$ cat config.mk
export PLATFORM = sky130hd
export DESIGN_NAME = sync_fifo
export DESIGN_NICKNAME = d
export VERILOG_FILES = /design/src/rtl/sync_fifo.sv
export SDC_FILE = /design/constraint.sdc
export NUM_CORES = 1
export LEC_CHECK = 0
export CAP_MARGIN = 20
export CORE_MARGIN = 5
export CORE_UTILIZATION = 30
export DETAILED_ROUTE_END_ITERATION = 12
export PLACE_DENSITY_LB_ADDON = 0.1
export SYNTH_ARGS = -nofsm -noshare
export SYNTH_HDL_FRONTEND = slang
export SYNTH_SLANG_ARGS = --single-unit
$ cat constraint.sdc
create_clock -name clk -period 3.35 [get_ports clk]
set_input_delay 0.5025 -clock clk [delete_from_list [all_inputs] [get_ports clk]]
set_output_delay 0.5025 -clock clk [all_outputs]
set_load 0.01 [all_outputs]
$ cat src/rtl/sync_fifo.sv
// rtl/sync_fifo.sv - single-clock FIFO with write ack, overflow/underflow and level flags
module sync_fifo #(
    parameter int FIFO_WIDTH = 16,
    parameter int FIFO_DEPTH = 8
) (
    input  logic                  clk,
    input  logic                  rst_n,
    input  logic [FIFO_WIDTH-1:0] data_in,
    input  logic                  wr_en,
    input  logic                  rd_en,
    output logic [FIFO_WIDTH-1:0] data_out,
    output logic                  wr_ack,
    output logic                  overflow,
    output logic                  underflow,
    output logic                  full,
    output logic                  almostfull,
    output logic                  empty,
    output logic                  almostempty
);

    localparam int PW = (FIFO_DEPTH > 1) ? $clog2(FIFO_DEPTH) : 1;
    localparam int CW = PW + 1;
    localparam logic [PW-1:0] LAST_PTR  = PW'(FIFO_DEPTH - 1);
    localparam logic [CW-1:0] CNT_FULL  = CW'(FIFO_DEPTH);
    localparam logic [CW-1:0] CNT_AFULL = CW'(FIFO_DEPTH - 1);

    logic [FIFO_WIDTH-1:0] r_mem [FIFO_DEPTH];
    logic [PW-1:0]         r_wr_ptr;
    logic [PW-1:0]         r_rd_ptr;
    logic [CW-1:0]         r_count;
    logic [FIFO_WIDTH-1:0] r_data_out;
    logic                  r_wr_ack;
    logic                  r_overflow;
    logic                  r_underflow;

    logic                  w_full;
    logic                  w_empty;
    logic                  w_wa;
    logic                  w_ra;
    logic [PW-1:0]         w_wr_ptr_nxt;
    logic [PW-1:0]         w_rd_ptr_nxt;

    assign w_full  = (r_count == CNT_FULL);
    assign w_empty = (r_count == '0);
    assign w_wa    = wr_en && !w_full;
    assign w_ra    = rd_en && !w_empty;

    // Explicit wrap so depths that are not a power of two still cycle correctly.
    assign w_wr_ptr_nxt = (r_wr_ptr == LAST_PTR) ? '0 : r_wr_ptr + 1'b1;
    assign w_rd_ptr_nxt = (r_rd_ptr == LAST_PTR) ? '0 : r_rd_ptr + 1'b1;

    always_ff @(posedge clk) begin
        if (w_wa) begin
            r_mem[r_wr_ptr] <= data_in;
        end
    end

    always_ff @(posedge clk or negedge rst_n) begin
        if (!rst_n) begin
            r_wr_ptr    <= '0;
            r_rd_ptr    <= '0;
            r_count     <= '0;
            r_data_out  <= '0;
            r_wr_ack    <= 1'b0;
            r_overflow  <= 1'b0;
            r_underflow <= 1'b0;
        end else begin
            r_wr_ack    <= w_wa;
            r_overflow  <= wr_en && w_full;
            r_underflow <= rd_en && w_empty;
            if (w_wa) begin
                r_wr_ptr <= w_wr_ptr_nxt;
            end
            // Read only from the pre-edge state: a write into an empty FIFO is not forwarded.
            if (w_ra) begin
                r_data_out <= r_mem[r_rd_ptr];
                r_rd_ptr   <= w_rd_ptr_nxt;
            end
            if (w_wa && !w_ra) begin
                r_count <= r_count + 1'b1;
            end else if (w_ra && !w_wa) begin
                r_count <= r_count - 1'b1;
            end
        end
    end

    assign data_out    = r_data_out;
    assign wr_ack      = r_wr_ack;
    assign overflow    = r_overflow;
    assign underflow   = r_underflow;
    assign full        = w_full;
    assign empty       = w_empty;
    assign almostfull  = (r_count == CNT_AFULL);
    assign almostempty = (r_count == CW'(1));

endmodule
==> flow_summary_export.csv <==
group,metric,value,unit
run_status,outcome,"finished clean",
timing,worst_slack,735.0,ps
grt,grt_antenna_before_repair,0,
floorplanning,rows,53,
synth,netlist.area_leader.share,61.04,%
clocking,h-tree-depth,4,
worst_setup_path,cp-start-kind,"flip-flop",
synth,synth_area_leaders,"edfxtp_1 (61%), dfrtp_1 (12%), mux2_2 (6.4%), mux2i_1 (5.2%), o31ai_2 (3.2%)",
floorplanning,die_area,23990,µm²
clocking,postCtsSetupRepairBufs,0,
pwr,power_frac_clock,28.7,%
clocking,cts_resized,0,
timing,finalCriticalPeriod,2615,ps
timing,slew_violations,0,
clocking,cts_root_buf,"clkbuf_16",
synth,ys_seq_area_share,72.56,%
timing,setup_violations,0,
worst_setup_path,worstPathArrival,2110,ps
place,place_area,7114,µm²
detailed_routing,wl_per_cell,20.06,µm
place,gp_congestion,0.6701,
clocking,clock_path_buffers,2,
run,cap_viol_max_count,0,
worst_setup_path,ff2ff_setup_slack,820,ps
floorplanning,die_h,154.9,µm
pwr,p_per_area,880.0,nW/µm²
detailed_routing,drtIter0Drc,202,
pwr,cellLeakagePower,0.002720,µW
grt,grt_pass1_vias,3478,
synth,yosysUniqueCellTypes,32,
final_layout,antenna_cells,0,
timing,fmax,382.4,MHz
worst_setup_path,endpoint_kind,"output pin",
timing,rsz0062_at_grt,"no",
synth,synth_edf_count,128,
worst_setup_path,crit_path_end,"empty",
clocking,clk_latency,420,ps
grt,grt_use_total,12.39,%
grt,grt_pass1_wl,21620,µm
worst_setup_path,crit_path_start,"r_count[0]",
synth,netlist_instances,362,
synth,yosysTopAreaCell,"edfxtp_1",
synth,synth_nets,390,
pwr,netSwitchingPower,2081,µW
timing,fin_hold_ws,518.0,ps
place,dp_cells,676,
final_layout,drive_above_1_share,24.94,%
pwr,ir_worst_vdd,0.3461,mV
synth,synth-async-reset-ratio,18.47,%
clocking,cts_tree,"yes",
worst_setup_path,crit_type,"flip-flop to output pin",
synth,ys.flop_type,"edfxtp_1",
floorplanning,coreArea,20820,µm²
detailed_routing,vias,3268,
floorplanning,io_pins,43,
floorplanning,initial_core_util,30.24,%
min_path,hold_class,"primary input to async pin",
detailed_routing,routed_via_density,4.616,
final_layout,area_growth,22.51,%
timing,skew,6.713,ps
detailed_routing,wirelength,14210,µm
synth,yosys-top-cells-count,"edfxtp_1 (128), mux2_2 (36), mux2i_1 (33)",
clocking,cts_num_sinks,157,
final_layout,final_cells,708,
timing,finalCritPeriodShare,78.06,%
place,dp_hpwl,7887,µm
place,dp_worst_setup_slack,745.7,ps
worst_setup_path,crit_required,2850,ps
floorplanning,dieWidth,154.9,µm
detailed_routing,dr.pass1.iters,4,
synth,synth.avg_cell_area,17.40,µm²
clocking,cts.clk_slew.worst_paths,60,ps
grt,grt_max_degree,59,
place,portBuffers,42,
worst_setup_path,cp_max_fo,7,
worst_setup_path,worstReg2RegStart,"r_count[0]",
synth,ys_ff_latch,157,
final_layout,stdcell_area,7715,µm²
worst_setup_path,r2r.worst_path.cells,9,
timing,hold_viol,0,
pwr,combPwrFrac,30.6,%
timing,tns,0,ps
synth,netlist_area,6297,µm²
detailed_routing,drc,0,
detailed_routing,final_antenna_net_count,0,
pwr,seqPwrFrac,40.7,%
synth,yosys_warnings,0,
clocking,numCtsBuffers,17,
timing,slew_headroom,34.91,%
pwr,p_int,4709,µW
synth,yosysMostFrequentCell,"edfxtp_1",
grt,overflow,0,
worst_setup_path,r2r-end,"r_count[3]",
final_layout,nets,448,
pwr,switching_share,30.65,%
clocking,cts_hold_buf,0,
timing,worstMarginPinSlew,976.4,ps
## worst min-delay path by stage
stage | endpoint | depth (start not counted)
3_5_place_dp | data_out[12] | 2
5_1_grt | overflow | 2
2_1_floorplan | data_out[0] | 0
4_1_cts | overflow | 2
6_report | r_wr_ptr[2] | 2
3_3_place_gp | data_out[12] | 2
## stage by stage
step | total power (µW) | util, %
global route | 7190 | 37.05
finish | 6789 | 37.05
detailed placement | 4944 | 34.17
global placement | 4920 | 34.17
CTS | 6915 | 37.05
floorplan | 4134 | -
## critical path, stage by stage (launching register included)
cell             delay [ps]
dfrtp_1                 450
inv_1                    90
ha_1                    190
nor3b_2                 200
buf_4                   200
clkdlybuf4s50_1         560
## layout by cell type, fill, tap and decap left out, types with 4 or more instances in the layout
cell / count
inv_1: 5
edfxtp_1: 128
nand2b_1: 5
a22o_1: 16
o31ai_2: 16
clkdlybuf4s50_1: 42
mux2i_1: 33
mux2_2: 36
o21ai_0: 19
buf_4: 14
nor3_2: 4
o22ai_1: 16
clkbuf_16: 17
clkinv_2: 6
dfrtp_1: 28
ha_1: 8
nand2_1: 4
nor2_1: 4
## flip-flops by register name (all words and copies together), names as in the netlist
register / flops
r_wr_ptr: 3
data_out: 16
r_rd_ptr: 3
r_mem: 128
overflow: 1
r_count: 4
wr_ack: 1
underflow: 1
## per-layer routing
| layer | GRT usage [%] | part of all wire (%) |
|---|---|---|
| met4 | 4.037 | 1.2 |
| met2 | 20.11 | 48 |
| met3 | 3.227 | 3.1 |
| met1 | 16.26 | 47 |
| met5 | 0 | 0 |
## power groups by stage
stage          Combinational (µW)  Sequential (µW)  Clock (µW)
3_3_place_gp                 2120             2800           0
3_5_place_dp                 2130             2810           0
5_1_grt                      2280             2810        2100
4_1_cts                      2140             2780        2000
6_report                     2080             2760        1950
2_1_floorplan                1360             2770           0
## logic make-up (layout without fill, tap and decap cells)
group / after synthesis / in the layout / share of synthesized area, %
XOR/XNOR: 4 / 4 / 0.5564
AND/OR/NAND/NOR: 32 / 32 / 2.762
flip-flops: 157 / 157 / 72.56
AO/OA/AOI/OAI: 68 / 68 / 8.583
buffers and inverters: 23 / 94 / 2.086
adder cells (fa/ha/maj): 8 / 8 / 1.590
multiplexers: 70 / 70 / 11.86
## layout make-up
cell class                      count  area [µm²]
Fill cell                        1986       13110
Sequential cell                   157        4571
Multi-Input combinational cell    182        1635
Timing Repair Buffer               57       545.5
Clock buffer                       20       456.7
Tap cell                          275       344.1
Clock inverter                     12       143.9
Inverter                            5       18.77
Power figures use the tool's default switching activity.
